**src/rtl/xor_stream_cipher_if.sv**
```systemverilog
// Signal bundle between the pad-level serial inputs, the cipher core and the chip outputs.
// The master side drives enable, serial data and load strobes; the slave (cipher) drives status and ciphertext.
interface xor_stream_cipher_if #(
    parameter int KEY_SLOTS = 4,
    parameter int SEL_W     = $clog2(KEY_SLOTS)
);
    logic                 ena;
    logic                 iData_in;
    logic                 iKey_flag;
    logic                 iMsg_flag;
    logic [SEL_W-1:0]     iKey_sel;
    logic                 iMode;
    logic                 oData_out;
    logic                 oData_flag;
    logic                 oBusy;
    logic                 oDone;
    logic                 oError;
    logic [KEY_SLOTS-1:0] oKey_valid;

    modport master (
        output ena, iData_in, iKey_flag, iMsg_flag, iKey_sel, iMode,
        input  oData_out, oData_flag, oBusy, oDone, oError, oKey_valid
    );

    modport slave (
        input  ena, iData_in, iKey_flag, iMsg_flag, iKey_sel, iMode,
        output oData_out, oData_flag, oBusy, oDone, oError, oKey_valid
    );
endinterface

```
**src/rtl/xor_stream_cipher.sv**
```systemverilog
// Serial XOR stream cipher with a multi-slot key bank.
// Keys and the message arrive serially MSB first.
// The message is encrypted one key-sized chunk per cycle with either a repeating key or a rolling, rotated key.
// The ciphertext is then shifted out MSB first with a valid flag.
//
// state   | meaning
// --------+------------------------------------------------------------
// IDLE    | accept key / message bits; message completion starts a run
// ENCRYPT | one chunk per cycle, msg chunk XOR (rotated) slot key
// SHIFT   | ciphertext streamed out MSB first, oData_flag high
// DONE    | oDone pulse, back to IDLE
module xor_stream_cipher #(
    parameter int MSG_SIZE  = 64,
    parameter int KEY_SIZE  = 8,
    parameter int KEY_SLOTS = 4,
    parameter int SEL_W     = $clog2(KEY_SLOTS)
) (
    input  logic               clk,
    input  logic               rst,
    xor_stream_cipher_if.slave bus
);
    localparam int N_CHUNK = MSG_SIZE / KEY_SIZE;
    localparam int KCW     = $clog2(KEY_SIZE) + 1;
    localparam int MCW     = $clog2(MSG_SIZE) + 1;
    localparam int CIW     = $clog2(N_CHUNK) + 1;

    localparam logic [KCW-1:0] KEY_LAST   = KCW'(KEY_SIZE - 1);
    localparam logic [MCW-1:0] MSG_LAST   = MCW'(MSG_SIZE - 1);
    localparam logic [CIW-1:0] CHUNK_LAST = CIW'(N_CHUNK - 1);

    typedef enum logic [1:0] {
        IDLE    = 2'd0,
        ENCRYPT = 2'd1,
        SHIFT   = 2'd2,
        DONE    = 2'd3
    } state_t;

    state_t               state;
    logic [KEY_SIZE-1:0]  key_slot [KEY_SLOTS];
    logic [KEY_SLOTS-1:0] key_valid;
    logic [KCW-1:0]       key_cnt;
    logic [MCW-1:0]       msg_cnt;
    logic [MCW-1:0]       shift_cnt;
    logic [CIW-1:0]       chunk_idx;
    logic [MSG_SIZE-1:0]  msg_reg;
    logic [MSG_SIZE-1:0]  cipher;
    logic [SEL_W-1:0]     sel_r;
    logic                 mode_r;
    logic                 data_out_r;
    logic                 data_flag_r;
    logic                 busy_r;
    logic                 done_r;
    logic                 error_r;

    logic [KEY_SIZE-1:0]  key_cur;
    logic [KEY_SIZE-1:0]  key_use;
    logic [KEY_SIZE-1:0]  chunk_ct;
    int unsigned          rot_amt;

    // Rotate left by taking the upper half of the doubled word after shifting.
    function automatic logic [KEY_SIZE-1:0] rotl(input logic [KEY_SIZE-1:0] v, input int unsigned amt);
        logic [2*KEY_SIZE-1:0] d;
        d = {v, v} << amt;
        return d[2*KEY_SIZE-1 -: KEY_SIZE];
    endfunction

    // Current ciphertext chunk: top chunk of the rotating message register XOR the selected key.
    always_comb begin
        rot_amt  = int'(chunk_idx) % KEY_SIZE;
        key_cur  = key_slot[sel_r];
        key_use  = mode_r ? rotl(key_cur, rot_amt) : key_cur;
        chunk_ct = msg_reg[MSG_SIZE-1 -: KEY_SIZE] ^ key_use;
    end

    // Key bank, message deserialiser, sequencing FSM and registered outputs.
    always_ff @(posedge clk or posedge rst) begin
        if (rst) begin
            state     <= IDLE;
            for (int s = 0; s < KEY_SLOTS; s++) key_slot[s] <= '0;
            key_valid   <= '0;
            key_cnt     <= '0;
            msg_cnt     <= '0;
            shift_cnt   <= '0;
            chunk_idx   <= '0;
            msg_reg     <= '0;
            cipher      <= '0;
            sel_r       <= '0;
            mode_r      <= 1'b0;
            data_out_r  <= 1'b0;
            data_flag_r <= 1'b0;
            busy_r      <= 1'b0;
            done_r      <= 1'b0;
            error_r     <= 1'b0;
        end else if (bus.ena) begin
            done_r  <= 1'b0;
            error_r <= 1'b0;
            case (state)
                IDLE: begin
                    data_out_r  <= 1'b0;
                    data_flag_r <= 1'b0;
                    if (bus.iKey_flag) begin
                        // Key load has priority; a concurrent message bit is dropped and msg_cnt holds.
                        key_slot[bus.iKey_sel] <= {key_slot[bus.iKey_sel][KEY_SIZE-2:0], bus.iData_in};
                        if (key_cnt == KEY_LAST) begin
                            key_valid[bus.iKey_sel] <= 1'b1;
                            key_cnt                 <= '0;
                        end else begin
                            key_cnt <= key_cnt + KCW'(1);
                        end
                    end else begin
                        // A key strobe that ends part-way leaves the slot unusable.
                        if (key_cnt != '0) begin
                            key_cnt                 <= '0;
                            key_valid[bus.iKey_sel] <= 1'b0;
                        end
                        if (bus.iMsg_flag) begin
                            msg_reg <= {msg_reg[MSG_SIZE-2:0], bus.iData_in};
                            if (msg_cnt == MSG_LAST) begin
                                msg_cnt <= '0;
                                sel_r   <= bus.iKey_sel;
                                mode_r  <= bus.iMode;
                                if (key_valid[bus.iKey_sel]) begin
                                    state     <= ENCRYPT;
                                    busy_r    <= 1'b1;
                                    chunk_idx <= '0;
                                end else begin
                                    error_r <= 1'b1;
                                end
                            end else begin
                                msg_cnt <= msg_cnt + MCW'(1);
                            end
                        end else begin
                            msg_cnt <= '0;
                        end
                    end
                end
                ENCRYPT: begin
                    // msg_reg rotates by a chunk so it is back in its original order after N cycles.
                    cipher  <= (cipher << KEY_SIZE) | MSG_SIZE'(chunk_ct);
                    msg_reg <= (msg_reg << KEY_SIZE) | (msg_reg >> (MSG_SIZE - KEY_SIZE));
                    if (chunk_idx == CHUNK_LAST) begin
                        state     <= SHIFT;
                        shift_cnt <= '0;
                    end else begin
                        chunk_idx <= chunk_idx + CIW'(1);
                    end
                end
                SHIFT: begin
                    data_flag_r <= 1'b1;
                    data_out_r  <= cipher[MSG_SIZE-1];
                    cipher      <= cipher << 1;
                    if (shift_cnt == MSG_LAST) begin
                        state  <= DONE;
                        busy_r <= 1'b0;
                    end else begin
                        shift_cnt <= shift_cnt + MCW'(1);
                    end
                end
                DONE: begin
                    data_out_r  <= 1'b0;
                    data_flag_r <= 1'b0;
                    done_r      <= 1'b1;
                    state       <= IDLE;
                end
                default: state <= IDLE;
            endcase
        end
    end

    assign bus.oData_out  = data_out_r;
    assign bus.oData_flag = data_flag_r;
    assign bus.oBusy      = busy_r;
    assign bus.oDone      = done_r;
    assign bus.oError     = error_r;
    assign bus.oKey_valid = key_valid;
endmodule

```
**src/flat_wrapper.sv**
```systemverilog
// flat-port wrapper written by rule: the top's interface ports become plain ports
module xor_stream_cipher_flat 
#(
    parameter int MSG_SIZE  = 64,
    parameter int KEY_SIZE  = 8,
    parameter int KEY_SLOTS = 4,
    parameter int SEL_W     = $clog2(KEY_SLOTS)
)
  (clk, rst, bus_ena, bus_iData_in, bus_iKey_flag, bus_iMsg_flag, bus_iKey_sel, bus_iMode, bus_oData_out, bus_oData_flag, bus_oBusy, bus_oDone, bus_oError, bus_oKey_valid);
  xor_stream_cipher_if #(.KEY_SLOTS(KEY_SLOTS), .SEL_W(SEL_W)) bus_i ();
  input  logic clk;
  input  logic rst;
  input wire logic [$bits(bus_i.ena)-1:0] bus_ena;
  input wire logic [$bits(bus_i.iData_in)-1:0] bus_iData_in;
  input wire logic [$bits(bus_i.iKey_flag)-1:0] bus_iKey_flag;
  input wire logic [$bits(bus_i.iMsg_flag)-1:0] bus_iMsg_flag;
  input wire logic [$bits(bus_i.iKey_sel)-1:0] bus_iKey_sel;
  input wire logic [$bits(bus_i.iMode)-1:0] bus_iMode;
  output wire logic [$bits(bus_i.oData_out)-1:0] bus_oData_out;
  output wire logic [$bits(bus_i.oData_flag)-1:0] bus_oData_flag;
  output wire logic [$bits(bus_i.oBusy)-1:0] bus_oBusy;
  output wire logic [$bits(bus_i.oDone)-1:0] bus_oDone;
  output wire logic [$bits(bus_i.oError)-1:0] bus_oError;
  output wire logic [$bits(bus_i.oKey_valid)-1:0] bus_oKey_valid;
  assign bus_i.ena = bus_ena;
  assign bus_i.iData_in = bus_iData_in;
  assign bus_i.iKey_flag = bus_iKey_flag;
  assign bus_i.iMsg_flag = bus_iMsg_flag;
  assign bus_i.iKey_sel = bus_iKey_sel;
  assign bus_i.iMode = bus_iMode;
  assign bus_oData_out = bus_i.oData_out;
  assign bus_oData_flag = bus_i.oData_flag;
  assign bus_oBusy = bus_i.oBusy;
  assign bus_oDone = bus_i.oDone;
  assign bus_oError = bus_i.oError;
  assign bus_oKey_valid = bus_i.oKey_valid;
  xor_stream_cipher #(.MSG_SIZE(MSG_SIZE), .KEY_SIZE(KEY_SIZE), .KEY_SLOTS(KEY_SLOTS), .SEL_W(SEL_W)) u_core (.clk(clk), .rst(rst), .bus(bus_i));
endmodule
```
**config.mk**
```make
export PLATFORM = sky130hd
export DESIGN_NAME = xor_stream_cipher_flat
export DESIGN_NICKNAME = d
export VERILOG_FILES = /design/src/rtl/xor_stream_cipher_if.sv /design/src/rtl/xor_stream_cipher.sv /design/src/flat_wrapper.sv
export SDC_FILE = /design/constraint.sdc
export NUM_CORES = 1
export LEC_CHECK = 0
export ABC_AREA = 1
export BUFFER_PORTS_ARGS = -buffer_cell sky130_fd_sc_hd__buf_2
export CORE_UTILIZATION = 30
export CTS_BUF_LIST = sky130_fd_sc_hd__clkbuf_8
export DETAILED_ROUTE_END_ITERATION = 8
export GPL_ROUTABILITY_DRIVEN = 1
export PLACE_DENSITY_LB_ADDON = 0.05
export SLEW_MARGIN = 15
export SYNTH_ARGS = -nofsm -noshare
export SYNTH_HDL_FRONTEND = slang
export SYNTH_SLANG_ARGS = --single-unit
```
**constraint.sdc**
```tcl
create_clock -name clk -period 9.4 [get_ports clk]
set_input_delay 0.47 -clock clk [delete_from_list [all_inputs] [get_ports clk]]
set_output_delay 0.47 -clock clk [all_outputs]
set_load 0.005 [all_outputs]
```
Yosys cells after proc, flatten, opt, wreduce, memory -nomap -nowiden
Cells that the tools add are included.
- memories kept: 0
- bits in read-only memories: 0
- output and inout bits: 9
- word-level logic and storage cells: 132
- bits of input ports: 9
- latch bits: 0
- bits in writable memories: 0
- bits in registers: 196
- reduce and logical (&&, ||, !) cells: 22
- shift operators: 1
- bitwise logic cells: 9
- add/sub/neg operators: 4
- muxes and demuxes: 56
- equality and inequality tests: 16
- $mul: 0
- div/mod/pow operators: 0
- magnitude comparators: 5
- operator list (cell ; count):
    one-hot mux 64 bit (2 select lines) ; 2
    2-to-1 mux 64 bit ; 2
    OR 64 x 8 -> 64 bit ; 2
    2-to-1 mux 4 bit ; 11
    2-to-1 mux 7 bit ; 6
    binary-select mux 8 bit (select 2 bit) ; 2
    bitwise mux 32 bit ; 1
    2-to-1 mux 8 bit ; 4
    AND reduction 7 bit ; 3
    demux 8 bit (select 2 bit) ; 1
    left shift 16 x 3 -> 16 bit ; 1
    adder 7 x 1 -> 7 bit, second input constant ; 2
    equality test 7 x 6 -> 1 bit, second input constant ; 2
    one-hot mux 7 bit (2 select lines) ; 1
    2-to-1 mux 1 bit ; 13
    2-to-1 mux 2 bit ; 6
    AND reduction 4 bit ; 3
    != test 2 x 1 -> 1 bit, second input constant ; 5
    nonzero test 2 bit ; 5
    AND reduction 3 bit ; 3
    adder 4 x 1 -> 4 bit, second input constant ; 2
    equality test 4 x 3 -> 1 bit, second input constant ; 2
    != test 2 bit, second input constant ; 4
    one-hot mux 2 bit (4 select lines) ; 1
    other kinds (22) ; 29

Depth between registers and ports, before layout
- depth after elaboration: 9
- depth in mapped cells: 14
- gate-level depth less buffers: 12

Least setup slack after synthesis
Ideal clock, no wire load.
- path kind: flip-flop to flip-flop
- start: register u_core.state[0]
- end: register u_core.key_slot[25] (netlist name)
- stages on the path, launching flop included: 8
- setup time: 0.125 ns
- period minus slack after synthesis: 1.800 ns
- buffers on the path: 0
- path slack: 7.600 ns
- data arrival time: 1.675 ns
- data required time: 9.275 ns
- cells stage by stage: dfrtp_1 > inv_1 > ha_1 > nand2_1 > nor2_1 > inv_1 > nor3_4 > mux2_2
- cells in the longest elaborated chain, start to end: 2
- RTL lines (item ; line ; RTL):
    start, declared ; xor_stream_cipher.sv:38 ; state_t state;
    start signal, assigned ; xor_stream_cipher.sv:78 ; state <= IDLE;
    start signal, assigned ; xor_stream_cipher.sv:123 ; state <= ENCRYPT;
    start signal, assigned ; xor_stream_cipher.sv:142 ; state <= SHIFT;
    logical NOT 2 bit ; xor_stream_cipher.sv:97 ; case (state)
    AND reduction 3 bit (no source line) ; - ;
    end signal, assigned by index ; xor_stream_cipher.sv:103 ; key_slot[bus.iKey_sel] <= {key_slot[bus.iKey_sel][KEY_SIZE-2:0], bus.iData_in};
    end, declared ; xor_stream_cipher.sv:39 ; logic [KEY_SIZE-1:0] key_slot [KEY_SLOTS];
No other way between the ends.
A chain may end at the register's enable or synchronous reset.

Worst setup path after layout
- start: register u_core.state[0]
- end: register u_core.cipher[15]
- cells in the longest elaborated chain, start to end: 3
- elaborated cells on any way between the ends: 5
- those cells by class: eq/ne: 2; mux: 1; reduce/logical: 2
- RTL lines (item ; line ; RTL):
    equality test 2 x 1 -> 1 bit or equality test 2 bit (tied branches) ; xor_stream_cipher.sv:97 ;
    nonzero test 2 bit (no source line) ; - ;
    AND reduction 2 bit (no source line) ; - ;
    end signal, assigned ; xor_stream_cipher.sv:139 ; cipher <= (cipher << KEY_SIZE) | MSG_SIZE'(chunk_ct);
    end signal, assigned ; xor_stream_cipher.sv:151 ; cipher <= cipher << 1;
    end, declared ; xor_stream_cipher.sv:46 ; logic [MSG_SIZE-1:0] cipher;
Parallel ways exist; a longest one is shown, timed or not.

==> impl_metrics.py <==
metrics = {
    "place": {
        "io_buffer_count": 17,
        "dp_hpwl_um": 16700,
        "place_congestion": 0.785,
        "placedCellCount": 1628,
        "pre_cts_ws_ns": 6.38,
    },
    "timing": {
        "hold_viol": 0,
        "final_clock_skew_ns": 0.0158,
        "rsz0062_at_grt": "false",
        "setup_ws_ns": 6.45,
        "period_share_pct": 31.4,
        "final_period_minus_worst_setup_slack_ns": 2.95,
        "setup_total_negative_slack_ns": 0,
        "fmax_mhz": 339,
        "setup_viol": 0,
        "max_slew.worst_pin.slew_ns": 1.12,
        "finalMaxSlewViolations": 0,
        "holdWs_ns": 0.0719,
        "slew_headroom_pct": 25.6,
    },
    "yosys": {
        "synthXorXnorAreaFrac_pct": 0.350,
        "avg_synthesized_cell_area_um2": 8.14,
        "synthDominantAreaCellType": "dfrtp_1",
        "synth_edf_count": 0,
        "synth.most_common_cell": "nand2_1",
        "netlist-cell-type-count": 40,
        "leading_post_synthesis_cells_by_cell_area": "dfrtp_1 49%, o21ai_0 9.2%, nand2_1 8.4%",
        "synth_top_cell_area_share_pct": 49.0,
        "synth_mux_area_share_pct": 1.80,
        "synth-main-ff-cell": "dfrtp_1",
        "postSynth.asyncResetShare_pct": 100,
        "synth_common_cells": "223 x nand2_1, 196 x dfrtp_1, 184 x o21ai_0, 162 x inv_1, 113 x nand3_1",
        "synth_top_family_by_area": "compound AO/OA/AOI/OAI gates",
        "synth-compound-area-share_pct": 20.7,
        "synthesis.nets": 1248,
        "yosys.area_share.adder_pct": 1.12,
        "gate_count_after_technology_mapping": 1230,
        "ffs_latches_synth": 196,
        "synth-warning-count": 0,
        "post_synth_instance_area_um2": 10000,
        "synth_simple_gate_area_share_pct": 17.1,
        "synth-seq-area-share_pct": 49.0,
    },
    "clock_tree": {
        "cts_root_buffer": "clkbuf_8",
        "h-tree-depth": 4,
        "post_cts_resized": 0,
        "ctsHoldBuffers": 0,
        "cts_tree": "done",
        "worstSkewPairLatency_ns": 0.49,
        "cts_buffer_depth": 2,
        "cts_sinks": 196,
        "cts.clk_slew.worst_paths_ns": 0.10,
        "tritoncts.num_buffers": 17,
        "post_cts.repair.setup_buffers": 0,
    },
    "global_route": {
        "grt_overall_usage_pct": 16.3,
        "number_of_global_route_vias_before_repair": 8066,
        "grt_start_max_net_pins": 128,
        "grt_remaining_overflow": 0,
        "grt_pass1_wl_um": 43800,
        "antenna_found_initial": 0,
    },
    "layout": {
        "fillerInstances": 3613,
        "finalNetCount": 1223,
        "diodes": 0,
        "post_route_cells_drive_above_1_share_pct": 7.31,
        "area_growth_syn_to_layout_pct": 7.53,
        "final_std_cells_w_o_fill": 1659,
    },
    "detailed_routing": {
        "routed-via-count": 7972,
        "finalWirelength_um": 25900,
        "post-route-drc-count": 0,
        "antenna_violating_nets_left": 0,
        "vias_per_cell": 4.81,
        "first_pass_iters": 5,
        "detail_route.wl_per_cell_um": 15.6,
        "number_of_violations_reported_at_the_end_of_detailed_routing_iteration_0": 518,
    },
    "worst_setup_path": {
        "worstSetupStartpoint": "u_core.state[0]",
        "worst_path_largest_cell_delay_ns": 0.61,
        "critPathRequiredTime_ns": 9.74,
        "startpoint_type": "register",
        "critical_path.slowest_cell": "inv_1",
        "worstPathCellList": "inv_1 -> ha_1 -> nand2_2 -> buf_4 -> inv_1 -> buf_4 -> o21ai_0 -> o22ai_1",
        "critical_path_arrival_ns": 3.29,
        "endpoint_kind": "register",
        "critPathBufInv": 4,
        "r2r-start": "u_core.state[0]",
        "worst-setup-path-type": "reg -> reg",
        "critical_path.top_delay_family": "buffers and inverters",
        "cp_max_fo": 73,
    },
    "power_and_ir_drop": {
        "p_int_uw": 1830,
        "p_leak_uw": 0.00485,
        "power.share.clock_pct": 18.4,
        "power_switching_uw": 1320,
        "ir_worst_vdd_uv": 145,
        "cellPowerDensity_nw_per_um2": 293,
        "swShare_pct": 42.0,
        "fin_total_pwr_uw": 3160,
        "seq_power_share_pct": 44.9,
        "pwr-share-comb_pct": 36.8,
    },
    "floorplan": {
        "core_area_um2": 32700,
        "fp-row-count": 66,
        "die_width_um": 185,
        "floorplan.die_area_um2": 34100,
        "dieHeight_um": 185,
        "pin_count": 18,
        "floorplan.initialDensity_pct": 30.6,
    },
    "status": {
        "status": "complete, no violations",
    },
    "run": {
        "max_cap_viol": 0,
    },
    "worst_hold_path": {
        "hold_path_class": "in -> async",
    },
}
## kinds of logic after synthesis
logic type      after synthesis
compound gates              366
buf+inv                     240
simple gates                399
flops                       196
fa+ha+maj                     9
xor+xnor                      4
mux                          16
## area by class of cell
class                      count  area [um2]  share of cell area, %
sequential                   196        4900                   45.5
multi-input combinational    794        4120                   38.3
inverter                     171         649                   6.03
tap                          442         553                   5.14
clock buffer                  18         248                   2.30
clock inverter                13         145                   1.35
timing repair buffer          25         145                   1.35
## worst reg2reg max path, delay by kind of cell, from the launching register on
family,cells,cell delay (ns)
adders and majority gates,1,0.32
DFF,1,0.46
buffers and inverters,4,1.74
AOI/OAI and AO/OA,2,0.22
and+or+nand+nor,1,0.07
## placed cells by master (no fill, tap or decap), types with 2 or more instances in the layout
master | Yosys | final
a21oi_1 | 87 | 87
a22oi_1 | 8 | 8
buf_2 | 16 | 17
buf_4 | 2 | 8
bufinv_16 | 0 | 3
clkbuf_8 | 1 | 18
clkinv_1 | 4 | 3
clkinv_2 | 0 | 3
clkinv_4 | 0 | 2
dfrtp_1 | 196 | 196
ha_1 | 9 | 8
inv_1 | 162 | 165
inv_2 | 5 | 6
mux2_2 | 16 | 16
nand2_1 | 223 | 223
nand2_2 | 2 | 2
nand3_1 | 113 | 113
nand4_1 | 2 | 2
nor2_1 | 41 | 41
nor2_2 | 4 | 4
nor3_1 | 8 | 8
nor3_4 | 2 | 2
o211ai_1 | 65 | 65
o21ai_0 | 184 | 184
o21ai_1 | 4 | 4
o21ai_2 | 2 | 2
o221ai_1 | 7 | 7
o22ai_1 | 3 | 3
xor2_1 | 3 | 3
## power by group through the flow
stage	logic, uW	registers (uW)	clock network, uW
after CTS	1190	1420	608
after floorplan	917	1360	0
after detailed placement	1180	1430	0
after global placement	1180	1440	0
final	1160	1420	579
after global routing	1370	1460	639
## metal layers
metal	vias to the layer above	wire [um]	GRT usage, %	part of all wire (%)
met2	75	11600	25.0	45
met4	0	217	4.23	0.84
met5	-	0	0	0
met1	3835	13500	23.5	52
met3	10	602	3.04	2.3
li1	4052	-	-	-
## through the flow
step                      area, um2  util (%)
after floorplan               10000         -
after global placement        10400      31.7
after detailed placement      10400      31.7
after CTS                     10800      32.9
after global routing          10800      32.9
final                         10800      32.9
## final timing paths
check / end / slack [ns] / cells after the start
max: u_core.cipher[15] / 6.45 / 8
max in group asynchronous: u_core.key_slot[2] / 8.03 / 3
min in group clk: u_core.key_slot[0] / 0.27 / 3
min: u_core.cipher[29] / 0.07 / 2
max reg2reg: u_core.cipher[15] / 6.45 / 8
min reg2reg: u_core.cipher[3] / 0.49 / 2
(Power assumes the default switching activity.)
